`src/rtl/goboard_move_arbiter.sv`:
```
// rtl/goboard_move_arbiter.sv - arbitrates keyboard/host Go moves onto a board RAM by turn.
// Optional feature: define GOBOARD_MOVE_CNT_EN to enable the saturating move counter on move_cnt.
module goboard_move_arbiter #(
    parameter int   BOARD_N   = 19,
    parameter logic KBD_COLOR = 1'b0
) (
    input  logic       clk,
    input  logic       clr,
    input  logic       kbd_set,
    input  logic [4:0] kbd_x,
    input  logic [4:0] kbd_y,
    input  logic       host_valid,
    output logic       host_ready,
    input  logic [4:0] host_x,
    input  logic [4:0] host_y,
    output logic [8:0] brd_addr,
    input  logic [1:0] brd_rd_data,
    output logic       brd_we,
    output logic [1:0] brd_wr_data,
    output logic       turn,
    output logic       busy,
    output logic       move_done,
    output logic       move_err,
    output logic [1:0] err_code,
    output logic [8:0] move_cnt
);

    typedef enum logic [1:0] {
        IDLE = 2'd0,
        RD   = 2'd1,
        CHK  = 2'd2,
        WR   = 2'd3
    } state_t;

    localparam logic [1:0] ERR_RANGE = 2'd1;
    localparam logic [1:0] ERR_OCC   = 2'd2;
    localparam logic [1:0] ERR_TURN  = 2'd3;

    state_t     state;
    state_t     state_next;
    logic       kbd_q;
    logic       armed;
    logic       kbd_edge;
    logic       kbd_turn;
    logic       host_fire;
    logic       accept;
    logic       in_range;
    logic       err_set;
    logic [1:0] err_set_code;
    logic [4:0] sel_x;
    logic [4:0] sel_y;
    logic [8:0] addr_calc;

    assign kbd_edge  = kbd_set & ~kbd_q;
    assign kbd_turn  = (turn == KBD_COLOR);
    // armed stays low for the first cycle after clr so the host never sees an early ready
    assign host_ready = (state == IDLE) && !kbd_turn && armed;
    assign host_fire  = host_valid && host_ready;

    assign sel_x     = kbd_turn ? kbd_x : host_x;
    assign sel_y     = kbd_turn ? kbd_y : host_y;
    assign in_range  = (int'(sel_x) < BOARD_N) && (int'(sel_y) < BOARD_N);
    assign addr_calc = sel_y * 9'(BOARD_N) + 9'(sel_x);

    assign busy        = (state != IDLE);
    assign brd_we      = (state == WR);
    assign brd_wr_data = (state == WR) ? ({1'b0, turn} + 2'd1) : 2'd0;

    always_ff @(posedge clk) begin
        if (clr) begin
            state <= IDLE;
        end else begin
            state <= state_next;
        end
    end

    always_comb begin
        state_next   = state;
        accept       = 1'b0;
        err_set      = 1'b0;
        err_set_code = 2'd0;
        case (state)
            IDLE: begin
                if (kbd_turn) begin
                    accept = kbd_edge;
                end else begin
                    accept = host_fire;
                    if (kbd_edge) begin
                        err_set      = 1'b1;
                        err_set_code = ERR_TURN;
                    end
                end
                if (accept) begin
                    if (in_range) begin
                        state_next = RD;
                    end else begin
                        err_set      = 1'b1;
                        err_set_code = ERR_RANGE;
                    end
                end
            end
            RD: begin
                state_next = CHK;
            end
            CHK: begin
                if (brd_rd_data != 2'd0) begin
                    err_set      = 1'b1;
                    err_set_code = ERR_OCC;
                    state_next   = IDLE;
                end else begin
                    state_next = WR;
                end
            end
            WR: begin
                state_next = IDLE;
            end
            default: begin
                state_next = IDLE;
            end
        endcase
    end

    always_ff @(posedge clk) begin
        if (clr) begin
            kbd_q     <= 1'b0;
            armed     <= 1'b0;
            turn      <= 1'b0;
            brd_addr  <= 9'd0;
            move_done <= 1'b0;
            move_err  <= 1'b0;
            err_code  <= 2'd0;
        end else begin
            kbd_q     <= kbd_set;
            armed     <= 1'b1;
            move_done <= (state == WR);
            move_err  <= err_set;
            if (err_set) begin
                err_code <= err_set_code;
            end
            if (state == WR) begin
                turn <= ~turn;
            end
            // address is captured once at accept and held through WR
            if (accept && in_range) begin
                brd_addr <= addr_calc;
            end
        end
    end

`ifdef GOBOARD_MOVE_CNT_EN
    logic [8:0] cnt_q;

    always_ff @(posedge clk) begin
        if (clr) begin
            cnt_q <= 9'd0;
        end else if ((state == WR) && (cnt_q != 9'd511)) begin
            cnt_q <= cnt_q + 9'd1;
        end
    end

    assign move_cnt = cnt_q;
`else
    assign move_cnt = 9'd0;
`endif

endmodule

```
`config.mk`:
```
export PLATFORM = sky130hd
export DESIGN_NAME = goboard_move_arbiter
export DESIGN_NICKNAME = d
export VERILOG_FILES = /design/src/rtl/goboard_move_arbiter.sv
export SDC_FILE = /design/constraint.sdc
export NUM_CORES = 1
export LEC_CHECK = 0
export BUFFER_PORTS_ARGS = -buffer_cell sky130_fd_sc_hd__buf_2
export CORE_AREA = 2 2 73 75
export DETAILED_ROUTE_END_ITERATION = 6
export DIE_AREA = 0 0 75 77
export SYNTH_ARGS = -nofsm -noshare
export SYNTH_HDL_FRONTEND = slang
export SYNTH_SLANG_ARGS = --single-unit
```
`constraint.sdc`:
```
create_clock -name clk -period 3.45 [get_ports clk]
set_input_delay 0.69 -clock clk [delete_from_list [all_inputs] [get_ports clk]]
set_output_delay 0.69 -clock clk [all_outputs]
set_load 0.02 [all_outputs]
```
# Yosys cells after proc, flatten, opt, wreduce, memory -nomap -nowiden
# Index checks and enable logic that the tools add are counted.
[totals] word_cells=53 input_bits=26 out_inout_bits=28 ff_bits=18
[op_classes] magnitude_cmp=2 multipliers=1 reduce_logical=9 bitwise=3 n_mux=23 eq_ne=5 add_sub_neg=2
[ops] operator="2-bit two-way mux" count=9
[ops] operator="5-bit less-than comparator, second input constant" count=2
[ops] operator="5-bit two-way mux" count=2
[ops] operator="9-bit by 5-bit adder with 9-bit output" count=1
[ops] operator="5-bit by 5-bit multiplier with 9-bit output, second input constant" count=1
[ops] operator="1-bit two-way mux" count=9
[ops] operator="2-bit case mux with 4 select lines" count=1
[ops] operator="1-bit logical AND" count=5
[ops] operator="2-bit equality test, second input constant" count=2
[ops] operator="2-bit case mux with 2 select lines" count=1
[ops] operator="2-bit nonzero test" count=2
[ops] operator="1-bit by 1-bit adder with 2-bit output, second input constant" count=1
[ops] operator="2-bit by 1-bit equality test with 1-bit output, second input constant" count=1
[ops] operator="2-bit logical NOT" count=1
[ops] operator="2-bit by 1-bit inequality test with 1-bit output, second input constant" count=1
[ops] operator="2-bit inequality test, second input constant" count=1
[ops] operator="1-bit inverter" count=2
[ops] operator="1-bit case mux with 2 select lines" count=1
[ops] operator="2-bit AND reduction" count=1
[ops] operator="1-bit AND" count=1

# Longest topological paths before layout
[depth] depth_word=8 depth_mapped=14 mapped_depth_nobuf=12

# Worst setup path after synthesis
# OpenSTA, ideal clock, no wires.
[synth_timing] path_kind="register to register" start="reg turn" end="reg brd_addr[8]" period_less_slack_ps=3790 slack_ps=-340 setup_time_ps=116 t_arrival_ps=3674 path_stages_with_launch=14 path_buffers=2 required_time_ps=3334 cell_sequence="dfxtp_1 > buf_4 > buf_1 > mux2i_1 > inv_1 > fa_1 > ha_1 > fa_1 > ha_1 > o21ai_0 > a21oi_1 > o22ai_1 > xnor2_1 > o211a_1"
[synth_via] elab_chain_len=7 elab_cells_between_ends=14 classes_between="add/sub (1); mul (1); order compare (2); mux (5); reduce/logical (5)"
[synth_rtl] item="from (decl)" line_no="20" rtl="output logic turn,"
[synth_rtl] item="from (signal assigned)" line_no="141" rtl="turn <= ~turn;"
[synth_rtl] item="branches (longest 7 deep; another with 5-bit by 5-bit multiplier with 9-bit output)"
[synth_rtl] item="to (signal assigned)" line_no="145" rtl="brd_addr <= addr_calc;"
[synth_rtl] item="to (decl)" line_no="16" rtl="output logic [8:0] brd_addr,"
# Several ways; the timed one is not identified. The select of a mux whose other input is x is not followed.
# A chain may end at the register's enable or synchronous reset.

# Worst setup path after layout
# Ends and elaborated chain as after synthesis.

==> results.yml <==
global_route:
  antenna_found_initial: 0
  grt-ovfl-total: 0
  track_usage_pct: 11.9
  grt_pass1_vias: 1234
  grt_pass1_wl_mm: 5.40
  grt_max_degree: 17
floorplan:
  fp.dieW_um: 75
  design.die.area_sq_um: 5780
  core_sq_um: 4980
  start_util_pct: 29.3
  die-height_um: 77
  row_count: 26
  io_pins: 54
min_path:
  hold_path_end: "brd_addr[2]"
  min-delay-start: "brd_addr[2]"
  hp-class: "register to register"
  hold_path_depth: 2
sta:
  tightest_slew_ns: 0.755
  rsz0062_at_grt: "false"
  fmax_ghz: 0.314
  hold_violations: 0
  min_period_ns: 3.18
  drv_slew: 0
  clock_skew_ns: 0.00150
  setup_viol: 0
  fin_crit_sh_pct: 92.3
  finalSetupTns_ns: 0
  max-slew-margin-rel_pct: 49.1
  layout_setup_ws_ns: 0.266
clocking:
  cts_resized: 0
  clk_latency_ns: 0.25
  path_clk_slew_ns: 0.06
  post-cts-setup-buffers: 0
  cts_root_buf: "clkbuf_8"
  clockBufferDepth: 2
  numCtsBuffers: 3
  cts_tree: "done"
  htreeDepth: 1
  clock-sinks: 18
  cts-hold-fix-buffers: 0
power:
  power_uw: 624
  p_per_area_nw_per_um2: 345
  p_leak_nw: 0.903
  peakVddDrop_uv: 125
synth:
  ys_ff_latch: 18
  synth_edf_count: 0
  synthArstFlopShare_pct: 0
  synth_cell_types: 40
  syn_area_sq_um: 1460
  ys.flop_type: "dfxtp_1"
  ys_seq_area_share_pct: 24.7
  synth_cells: 163
  ys_warn_count: 0
  avgSynthCellArea_sq_um: 8.95
final_layout:
  antennaDiodeCount: 0
  instances_no_fill: 282
  drive_above_1_share_pct: 29.7
  seqCellArea_sq_um: 364
  nets: 263
  syn_to_final_growth_pct: 24.2
  utilization_pct: 36.4
  fillCellCount: 539
  multi_input_area_sq_um: 978
worst_setup_path:
  worst_ep_arrival_time_ns: 3.33
  path_max_fanout: 13
  worstSetupEndpointType: "register"
  crit_type: "register to register"
  r2r-start: "turn"
  r2r-end: "brd_addr[8]"
  cp.required_ns: 3.60
  cp-start-kind: "register"
  regToRegSetupSlack_ns: 0.27
  r2r_cells: 10
routing:
  drcViolationCount: 0
  drt_iter0_markers: 22
  firstDrtPassIters: 4
  finalWirelength_mm: 3.27
  via_per_inst: 4.34
  wl_per_cell_um: 11.6
  vias: 1225
  postRouteAntennaNets: 0
run_status:
  status: "finished clean"
placement:
  routabilityCongestion: 0.780
  dp_hpwl_mm: 2.79
  dp_cells: 279
  io_buffers: 44
  pre_cts_ws_ns: 0.0270
flow_run:
  drv_cap: 0
[final cells by class]
class	instances	area share, %
Multi-Input combinational cell	122	54.0
Sequential cell	18	20.1
Timing Repair Buffer	51	15.1
Tap cell	70	4.83
Inverter	18	3.73
Clock buffer	3	2.28
[logic make-up (layout without fill, tap and decap cells)]
group	Yosys count	count (layout)	synth area share [%]
other	1	9	0.257
buffers and inverters	31	72	10.5
DFF	18	18	24.7
muxes	10	10	7.12
and+or+nand+nor	34	34	12.1
xor gates and xnor gates	4	4	2.40
adders and majority gates	23	23	22.8
AOI/OAI and AO/OA	42	42	20.1
[placed cells by master (no fill, tap or decap), types with 2 or more instances in the layout]
master,synthesis,layout
a211oi_1,2,2
a21o_1,2,2
a31oi_1,2,2
xor2_1,2,2
fa_1,6,6
mux2_2,3,3
nand3_1,5,5
xnor2_1,2,2
inv_1,18,18
ha_1,17,17
nand2_1,7,7
buf_4,10,7
clkbuf_8,0,3
nor2b_1,3,3
and3_1,4,4
nand2b_1,3,3
dfxtp_1,18,17
mux2i_1,7,6
conb_1,1,9
buf_2,0,44
o21ai_0,11,11
nor2_1,7,7
a21oi_1,13,13
[per-layer routing]
layer,track usage (%),wire length (um),up-vias,share of wire [%]
met4,1.61,11,0,0.34
met5,0,0,-,0
met3,3.55,226,2,6.9
met2,19.8,1470,38,45
met1,15.3,1560,535,48
li1,-,-,650,-
[cell usage after synthesis (all sizes together) (2+ instances only)]
cell type	count	area share, %
a211oi	3	1.9
a21o	2	1.0
a21oi	13	4.5
a311oi	3	3.4
a31oi	2	0.86
and3	4	1.7
buf	11	5.4
clkbuf	2	0.51
dfxtp	18	25
fa	6	8.2
ha	17	15
inv	18	4.6
mux2	3	2.3
mux2i	7	4.8
nand2	7	1.8
nand2b	3	1.3
nand3	5	1.7
nor2	7	1.8
nor2b	3	1.3
o21ai	11	3.8
xnor2	2	1.2
xor2	2	1.2
[worst max path at each step]
stage | startpoint | end | cells past startpoint
after global placement | kbd_y[2] | brd_addr[8] | 14
after global routing | turn | brd_addr[8] | 13
after CTS | turn | brd_addr[8] | 10
final | turn | brd_addr[8] | 10
after floorplan | turn | brd_addr[8] | 13
after detailed placement | kbd_y[2] | brd_addr[8] | 14
[sequential cells by signal (all words and copies together) (netlist names)]
register	cells
brd_addr	9
move_err	1
err_code	2
kbd_q	1
armed	1
state	2
turn	1
move_done	1
[per-stage QoR]
| step | area, sq um | hold slack (ns) |
|---|---|---|
| after CTS | 1810 | 0.478 |
| after global routing | 1810 | 0.495 |
| after detailed placement | 1770 | 0.469 |
| final | 1810 | 0.473 |
| after global placement | 1770 | 0.463 |
| after floorplan | 1500 | 0.484 |
[critical path, cell delays in order, from the launching register on]
cell     delay [ns]
dfxtp_4        0.47
mux2_2         0.40
fa_1           0.49
ha_1           0.23
fa_1           0.46
ha_1           0.32
o21ai_0        0.09
a21oi_1        0.16
o22ai_1        0.12
xnor2_1        0.13
o211a_1        0.20
[where the power goes]
group / leakage [nW] / total, mW / internal (mW) / switching [mW]
Sequential: 0.148 / 0.227 / 0.220 / 0.00649
Clock: 0.0216 / 0.144 / 0.0776 / 0.0662
Combinational: 0.734 / 0.254 / 0.112 / 0.142
Power figures use the tool's default switching activity.
